## config.mk

```make
export PLATFORM = sky130hd
export DESIGN_NAME = fib_seq_gen
export DESIGN_NICKNAME = d
export VERILOG_FILES = /design/src/rtl/fib_seq_gen.sv
export SDC_FILE = /design/constraint.sdc
export NUM_CORES = 1
export LEC_CHECK = 0
export CORE_UTILIZATION = 30
export DETAILED_ROUTE_END_ITERATION = 10
export GPL_ROUTABILITY_DRIVEN = 1
export PLACE_DENSITY = 0.53
export SLEW_MARGIN = 20
export SYNTH_ARGS = -nofsm -noshare
export SYNTH_HDL_FRONTEND = slang
export SYNTH_SLANG_ARGS = --single-unit
```

## constraint.sdc

```tcl
create_clock -name clk -period 3.4 [get_ports clk]
set_input_delay 1.02 -clock clk [delete_from_list [all_inputs] [get_ports clk]]
set_output_delay 1.02 -clock clk [all_outputs]
set_load 0.01 [all_outputs]
```

## src/rtl/fib_seq_gen.sv

```systemverilog
// Additive-sequence generator: streams num_terms terms of a(n)=a(n-1)+a(n-2) from two seeds.
// Ports: clk, rst_n, start/seed_a/seed_b/num_terms, halt -> term/term_valid/term_idx, busy, done, overflow.
// Optional: define FIB_SAT_EN to emit all-ones on the first wrapped term and end the run there.
module fib_seq_gen #(
  parameter int WIDTH = 8,
  parameter int CNT_W = 8
) (
  input  logic             clk,
  input  logic             rst_n,
  input  logic             start,
  input  logic [WIDTH-1:0] seed_a,
  input  logic [WIDTH-1:0] seed_b,
  input  logic [CNT_W-1:0] num_terms,
  input  logic             halt,
  output logic [WIDTH-1:0] term,
  output logic             term_valid,
  output logic [CNT_W-1:0] term_idx,
  output logic             busy,
  output logic             done,
  output logic             overflow
);

  typedef enum logic [1:0] {
    S_IDLE,
    S_RUN,
    S_DONE
  } state_t;

  localparam logic [CNT_W-1:0] ONE = CNT_W'(1);
`ifdef FIB_SAT_EN
  localparam logic [WIDTH-1:0] ALL1 = {WIDTH{1'b1}};
`endif

  state_t           state;
  logic [WIDTH-1:0] a;
  logic [WIDTH-1:0] b;
  logic             ca;
  logic             cb;
  logic [CNT_W-1:0] remaining;
  logic [CNT_W-1:0] idx;
  logic [WIDTH:0]   sum;

  assign sum = {1'b0, a} + {1'b0, b};

  // ca/cb mark a and b as already wrapped; a wrap taints every later term.
  always_ff @(posedge clk or negedge rst_n) begin
    if (!rst_n) begin
      state      <= S_IDLE;
      a          <= '0;
      b          <= '0;
      ca         <= 1'b0;
      cb         <= 1'b0;
      remaining  <= '0;
      idx        <= '0;
      term       <= '0;
      term_valid <= 1'b0;
      term_idx   <= '0;
      busy       <= 1'b0;
      done       <= 1'b0;
      overflow   <= 1'b0;
    end else begin
      unique case (state)
        S_IDLE, S_DONE: begin
          term_valid <= 1'b0;
          done       <= 1'b0;
          if (start) begin
            a         <= seed_a;
            b         <= seed_b;
            ca        <= 1'b0;
            cb        <= 1'b0;
            remaining <= num_terms;
            idx       <= '0;
            overflow  <= 1'b0;
            // A zero-length run passes through RUN idle so done lands one cycle later.
            busy      <= (num_terms != '0);
            state     <= S_RUN;
          end else begin
            state <= S_IDLE;
          end
        end
        S_RUN: begin
          if (remaining == '0) begin
            term_valid <= 1'b0;
            busy       <= 1'b0;
            done       <= 1'b1;
            state      <= S_DONE;
          end else if (halt) begin
            term_valid <= 1'b0;
          end else begin
            term_valid <= 1'b1;
            term_idx   <= idx;
            idx        <= idx + ONE;
            remaining  <= remaining - ONE;
            a          <= b;
            ca         <= cb;
            b          <= sum[WIDTH-1:0];
            cb         <= sum[WIDTH] | ca | cb;
`ifdef FIB_SAT_EN
            if (ca) begin
              term      <= ALL1;
              overflow  <= 1'b1;
              remaining <= '0;
            end else begin
              term <= a;
            end
`else
            term     <= a;
            overflow <= overflow | ca;
`endif
          end
        end
        default: state <= S_IDLE;
      endcase
    end
  end

endmodule

```

======== After elaboration in Yosys (flattened, before gate mapping) ========
Cells that the tools add are included.
operators by class
  add/sub/neg operators ................... 3
  equal/unequal tests ..................... 6
  muxes and demuxes ....................... 37
  bitwise logic cells ..................... 5
  reductions and logical operators ........ 9
operators by type and width
  operator                                                             number
  8-bit 2-to-1 mux                                                     12
  8-bit case mux with 2 select lines                                   4
  1-bit 2-to-1 mux                                                     13
  1-bit case mux with 2 select lines                                   6
  8-bit by 8-bit adder with 9-bit output                               1
  8-bit by 1-bit adder with 8-bit output (second input constant)       1
  8-bit logical NOT                                                    1
  2-bit inequality test (second input constant)                        4
  8-bit nonzero test                                                   1
  8-bit by 1-bit subtractor with 8-bit output (second input constant)  1
  3-bit AND reduction                                                  2
  2-bit case mux with 2 select lines                                   1
  4-bit AND reduction                                                  1
  1-bit OR                                                             3
  2-bit by 1-bit == test with 1-bit output (second input constant)     1
  2-bit == test (second input constant)                                1
  2-bit logical NOT                                                    1
  2-bit 2-to-1 mux                                                     1
  1-bit inverter                                                       2
  2-bit AND reduction                                                  1
  2-bit nonzero test                                                   1
  2-bit OR reduction                                                   1
word-level totals
  register bits after elaboration ......... 56
  input bits .............................. 28
  output and inout bits ................... 20
  logic and storage cells ................. 73

======== Logic depth before layout (Yosys ltp) ========
Gate-level depths: netlist of run 1.
  depth after elaboration ................. 6
  mapped depth ............................ 8
  mapped depth without buffers ............ 8

======== Least setup slack after synthesis of run 1 ========
OpenSTA, ideal clock, no wires.
  path type ............................... in2reg
  start point ............................. input halt
  end point ............................... register remaining[6]
  library setup time ...................... 0.070 ns
  arrival ................................. 2.141 ns
  data required time ...................... 3.330 ns
  path slack .............................. 1.190 ns
  stages on the path ...................... 5
  path buffers ............................ 0
  path through ............................ nor3b_2 > o21a_1 > nand3_1 > or4_1 > nand3_1
between the ends
  longest elaborated chain between the ends .. 2
ends and longest elaborated chain
  element                                 line  source
  start, declared                         14    input logic halt,
  2-bit inequality test (no source line)  --
  4-bit AND reduction (no source line)    --
  end signal, assigned                    71    remaining <= num_terms;
  end signal, assigned                    93    remaining <= remaining - ONE;
  end, declared                           39    logic [CNT_W-1:0] remaining;
No other way between the ends.
A chain may end at the register's enable or synchronous reset.

======== Worst setup path after layout of run 1 ========
  start point ............................. input halt
  end point ............................... register idx[4]
between the ends
  longest elaborated chain between the ends .. 2
ends and longest elaborated chain
  element                                 line  source
  2-bit inequality test (no source line)  --
  4-bit AND reduction (no source line)    --
  end signal, assigned                    92    idx <= idx + ONE;
  end, declared                           40    logic [CNT_W-1:0] idx;
No other way between the ends.

==> flow_metrics.tcl, run 1 <==
set metrics [dict create \
    reg2reg_depth 8 \
    rsz0062_at_grt "false" \
    ys_ff_latch 56 \
    ys_types 42 \
    synth_flop_cell "dfrtp_1" \
    port_buffers 47 \
    ant_nets 0 \
    drive_gt1_share_pct 5.62 \
    antenna_found_initial 0 \
    status "finished clean" \
    wl_mm 6.72 \
    grtUsageTotal_pct 15.1 \
    htree_levels 2 \
    syn_to_final_growth_pct 23.7 \
    critical_path.startpoint "halt" \
    setup_violations 0 \
    period_share_pct 77.6 \
    rows 34 \
    cts_resized 0 \
    grt_overflow 0 \
    clock_path_buffers 2 \
    critPathRequiredTime_ps 3640 \
    io_pins 48 \
    place_congestion 0.857 \
    cp.arrival_ps 2880 \
    powerDensity_mw_per_mm2 895 \
    num_antenna_cells 0 \
    ys_seq_area_share_pct 50.2 \
    max-vdd-ir-drop_uv 299 \
    cp-end-kind "flop" \
    clock-root-buffer "clkbuf_8" \
    cts_sinks 56 \
    cts_buffers 5 \
    fin_ws_ps 762 \
    synth_fp_nets 348 \
    die-area_sq_mm 0.00970 \
    clk-insertion-delay-late_ps 310 \
    utilization_pct 39.1 \
    fin_nets 396 \
    cts_tree "built" \
    worst_hold_path.endpoint "term_idx[6]" \
    synth_edf_count 0 \
    tns_ps 0 \
    p_leak_nw 1.49 \
    rrSetupSlack_ps 900 \
    hold_viol_final 0 \
    rr_startpoint "remaining[0]" \
    drc 0 \
    die_w_um 98.5 \
    post-place-ws_ps 425 \
    fmax_mhz 379 \
    relSlewSlack_pct 50.0 \
    dp_hpwl_mm 4.75 \
    firstDrtPassIters 6 \
    period_minus_slack_ps 2640 \
    drt_iter0_drc 117 \
    drv_cap 0 \
    vias 2323 \
    grt_first_pass_wirelength_mm 11.7 \
    cp-start-kind "primary input" \
    tightestPinTransition_ps 750 \
    syn-cell-area_sq_mm 0.00279 \
    reg2reg_to "b[4]" \
    critical_path_class "in -> reg" \
    grt_pass1_vias 2315 \
    fillers 913 \
    skew_ps 7.57 \
    path_clk_slew_ps 100 \
    ys_warn_count 0 \
    finalHoldWorstSlack_ps 481 \
    synthArstFlopShare_pct 100 \
    viasPerCell 5.01 \
    syn_avg_cell_area_sq_um 9.07 \
    post_cts_buffers 0 \
    core_sq_mm 0.00885 \
    die_h_um 98.5 \
    routedWlPerCell_um 14.5 \
    hp-start "term_idx[6]" \
    syn_inst 308 \
    hold_buffers 0 \
    start_util_pct 31.6 \
    slew_violations 0 \
    holdPathStages 2 \
    grt_max_degree 57 \
    hold_path.class "reg -> reg" \
    crit_fanout 24 \
]
==> kinds of logic after synthesis <==
family | Yosys count | share of synthesized area (%)
AOI/OAI and AO/OA | 71 | 16.2
xor gates and xnor gates | 6 | 1.88
adders and majority gates | 12 | 5.64
buffers and inverters | 20 | 3.40
DFF | 56 | 50.2
and+or+nand+nor | 143 | 22.7
==> registers in the layout, indices dropped and copies added (netlist names) <==
| signal | flops |
|---|---|
| busy | 1 |
| remaining | 8 |
| done | 1 |
| state | 2 |
| term_idx | 8 |
| cb | 1 |
| term_valid | 1 |
| idx | 8 |
| ca | 1 |
| a | 8 |
| term | 8 |
| overflow | 1 |
| b | 8 |
==> synth_stat cells (2+ instances only) <==
cell type / instances / area, sq um
nand2_1: 65 / 244
dfrtp_1: 56 / 1400
nor2_1: 39 / 146
a21oi_1: 18 / 90.1
o21ai_0: 16 / 80.1
ha_1: 11 / 138
o22ai_1: 11 / 68.8
clkbuf_1: 7 / 26.3
inv_1: 7 / 26.3
nand3_1: 7 / 35.0
nor3_1: 6 / 30.0
nand4_1: 5 / 31.3
buf_2: 4 / 20.0
nor4_1: 4 / 25.0
a31oi_1: 3 / 18.8
nand2b_1: 3 / 18.8
nor2b_1: 3 / 18.8
o21a_1: 3 / 22.5
o31ai_1: 3 / 22.5
or3_1: 3 / 18.8
xnor2_1: 3 / 26.3
xor2_1: 3 / 26.3
a211oi_1: 2 / 15.0
a221oi_1: 2 / 17.5
a311oi_1: 2 / 17.5
a31o_2: 2 / 17.5
buf_6: 2 / 22.5
nor4b_1: 2 / 17.5
o211ai_1: 2 / 15.0
or4_1: 2 / 15.0
==> per-stage QoR <==
step / cell area [sq um] / instances / total power [W]
after floorplan: 2790 / 308 / 0.00222
after CTS: 3460 / 464 / 0.00312
final: 3460 / 464 / 0.00309
after global routing: 3460 / 464 / 0.00341
after detailed placement: 3380 / 457 / 0.00276
after global placement: 3380 / 457 / 0.00273
==> worst max-delay path by stage <==
stage / depth (start not counted) / endpoint
5_1_grt: 7 / idx[4]
2_1_floorplan: 5 / remaining[6]
6_report: 7 / idx[4]
3_5_place_dp: 7 / idx[4]
3_3_place_gp: 7 / idx[4]
4_1_cts: 7 / idx[4]
==> layer usage <==
metal,share of wire [%],track usage [%]
met1,47,21.0
met4,1.3,4.02
met2,47,24.2
met5,0,0
met3,4.3,2.77
==> worst max-delay path, stage by stage <==
cell             delay (ps)
clkdlybuf4s50_1         410
nor3b_2                 390
o21a_1                  340
buf_4                   330
nand4_1                 140
xor2_1                  150
nor2_1                   80
==> final cells by class <==
class,count,area (sq um),area share [%]
clock buffer,6,72.6,2.10
clock inverter,1,5.00,0.145
inverter,7,26.3,0.760
multi-input combinational,232,1300,37.5
sequential,56,1400,40.6
tap,108,135,3.91
timing repair buffer,54,518,15.0
==> layout by cell type (no fill, tap or decap), drive strengths merged, types with 2 or more instances in the layout <==
master | synthesis | layout
nor3 | 6 | 6
clkbuf | 7 | 6
o21a | 3 | 3
a31oi | 3 | 3
buf | 6 | 8
o22ai | 11 | 11
nand2b | 3 | 3
nor2 | 40 | 40
or3 | 3 | 3
nand4 | 5 | 5
a221oi | 2 | 2
a31o | 2 | 2
a311oi | 2 | 2
nor4b | 2 | 2
nand3 | 7 | 7
dfrtp | 56 | 56
inv | 7 | 7
nor2b | 3 | 3
o211ai | 2 | 2
nor4 | 4 | 4
o31ai | 3 | 3
a211oi | 2 | 2
clkdlybuf4s50 | 0 | 46
xnor2 | 3 | 3
a21oi | 18 | 18
xor2 | 3 | 3
o21ai | 17 | 17
or4 | 2 | 2
ha | 11 | 11
nand2 | 65 | 65
==> report_power, final <==
| group | total [W] | switching (W) | internal [W] |
|---|---|---|---|
| registers | 0.00117 | 0.000235 | 0.000939 |
| logic | 0.00157 | 0.000844 | 0.000724 |
| clock network | 0.000352 | 0.000211 | 0.000141 |
Note: power is estimated with default switching activity, not from simulation.
==> run 2: changes to the inputs <==
==> constraint.sdc (replaced) <==
create_clock -name clk -period 2.5 [get_ports clk]
set_input_delay 0.75 -clock clk [delete_from_list [all_inputs] [get_ports clk]]
set_output_delay 0.75 -clock clk [all_outputs]
set_load 0.01 [all_outputs]
==> flow_metrics.tcl, run 2 (same netlist as run 1, synthesis figures left out) <==
set metrics [dict create \
    use_met2_pct 23.7 \
    utilization_pct 39.9 \
    skew_ps 11.5 \
    grt_pass1_vias 2356 \
    rsz0062_at_grt "false" \
    grt_max_degree 22 \
    antenna_found_initial 0 \
    reg2reg_depth 8 \
    swShare_pct 40.8 \
    viasPerCell 5.05 \
    die_w_um 98.5 \
    grt-busiest-layer "met2" \
    rows 34 \
    post_cts_buffers 0 \
    core_sq_mm 0.00885 \
    power.internal_w 0.00254 \
    grt_overflow 0 \
    slew_violations 0 \
    dp_hpwl_mm 5.14 \
    hold_viol_final 0 \
    drc 0 \
    cts_buffers 5 \
    cp-end-kind "flop" \
    port_buffers 47 \
    io_pins 48 \
    fmax_mhz 452 \
    tightestPinTransition_ps 452 \
    drv_cap 0 \
    dp.cells 464 \
    htree_levels 2 \
    die-area_sq_mm 0.00970 \
    hold_buffers 0 \
    final_cell_mix "65 x nand2_1, 56 x dfrtp_1, 46 x clkdlybuf4s50_1" \
    p_sw_w 0.00175 \
    relSlewSlack_pct 69.9 \
    grt_first_pass_wirelength_mm 11.7 \
    drt_iter0_drc 106 \
    die_h_um 98.5 \
    clock_path_buffers 2 \
    start_util_pct 31.6 \
    tns_ps 0 \
    setup_violations 0 \
    crit_fanout 10 \
    vias 2380 \
    seqCellArea_sq_mm 0.00140 \
    path_clk_slew_ps 100 \
    finalHoldWorstSlack_ps 370 \
    powerDensity_mw_per_mm2 1220 \
    wl_mm 6.83 \
    fillers 922 \
    stdcell_count 471 \
    cp.arrival_ps 2460 \
    layout_commonest_cell "nand2_1" \
    routedWlPerCell_um 14.5 \
    multi_input_area_sq_mm 0.00130 \
    clock_power_share_pct 12.4 \
    place_congestion 0.835 \
    firstDrtPassIters 9 \
    ant_nets 0 \
    use_met1_pct 21.7 \
    combPwrFrac_pct 50.5 \
    gr-usage-met3_pct 2.48 \
    cts_sinks 56 \
    cp-start-kind "flop" \
    grtUsageTotal_pct 15.1 \
    num_antenna_cells 0 \
    cts_resized 0 \
    drive_gt1_share_pct 7.71 \
    rr_startpoint "remaining[0]" \
    fin_nets 403 \
    seqPwrFrac_pct 37.1 \
    status "finished clean" \
    syn_to_final_growth_pct 26.2 \
    cts_tree "built" \
    max-vdd-ir-drop_uv 537 \
    clk-insertion-delay-late_ps 310 \
    clock-root-buffer "clkbuf_8" \
    critical_path_class "reg -> reg" \
    period_minus_slack_ps 2210 \
    period_share_pct 88.5 \
    reg2reg_to "remaining[4]" \
    critPathRequiredTime_ps 2750 \
    p_leak_nw 1.54 \
    rrSetupSlack_ps 290 \
    hold_path.class "in -> async" \
]
[run 2: worst max-delay path: stages (launching register included)]
cell and delay, ps:
dfrtp_1 430, inv_1 150, ha_1 180, or3b_2 530, o21ai_4 180, buf_4 200, a21oi_1 50, or3_1 300
a21oi_1 140
[run 2: area by class of cell]
type	instances	share of cell area (%)
flip-flops and latches	56	39.7
well taps	108	3.83
inverters	7	0.745
clock buffers	7	2.73
repair buffers	61	16.2
multi-input cells	232	36.8
[run 2: per-stage QoR]
stage / power, W / instance area, sq um / worst slack (ps)
floorplan: 0.00303 / 2790 / 527
global placement: 0.00377 / 3430 / 181
detailed placement: 0.00380 / 3430 / 140
CTS: 0.00435 / 3530 / 280
global route: 0.00472 / 3530 / 159
finish: 0.00430 / 3530 / 287
[run 2: worst max path at each step]
stage / from / to / cells past startpoint / slack, ps
3_3_place_gp: halt / idx[4] / 7 / 180
4_1_cts: remaining[0] / remaining[4] / 8 / 280
2_1_floorplan: remaining[0] / remaining[2] / 7 / 530
3_5_place_dp: halt / idx[3] / 7 / 140
5_1_grt: remaining[0] / idx[4] / 8 / 160
6_report: remaining[0] / remaining[4] / 8 / 290
[run 2: power by group through the flow]
stage / combinational (W) / clock [W] / sequential (W)
after detailed placement: 0.00219 / 0 / 0.00162
after global routing: 0.00247 / 0.000593 / 0.00166
final: 0.00217 / 0.000533 / 0.00159
after floorplan: 0.00143 / 0 / 0.00159
after CTS: 0.00220 / 0.000553 / 0.00160
after global placement: 0.00216 / 0 / 0.00161
[run 2: routing by layer]
metal	part of all wire, %	up-vias
met5	0	-
met1	49	1120
met2	46	51
met3	3.4	14
met4	1.7	0
li1	-	1195
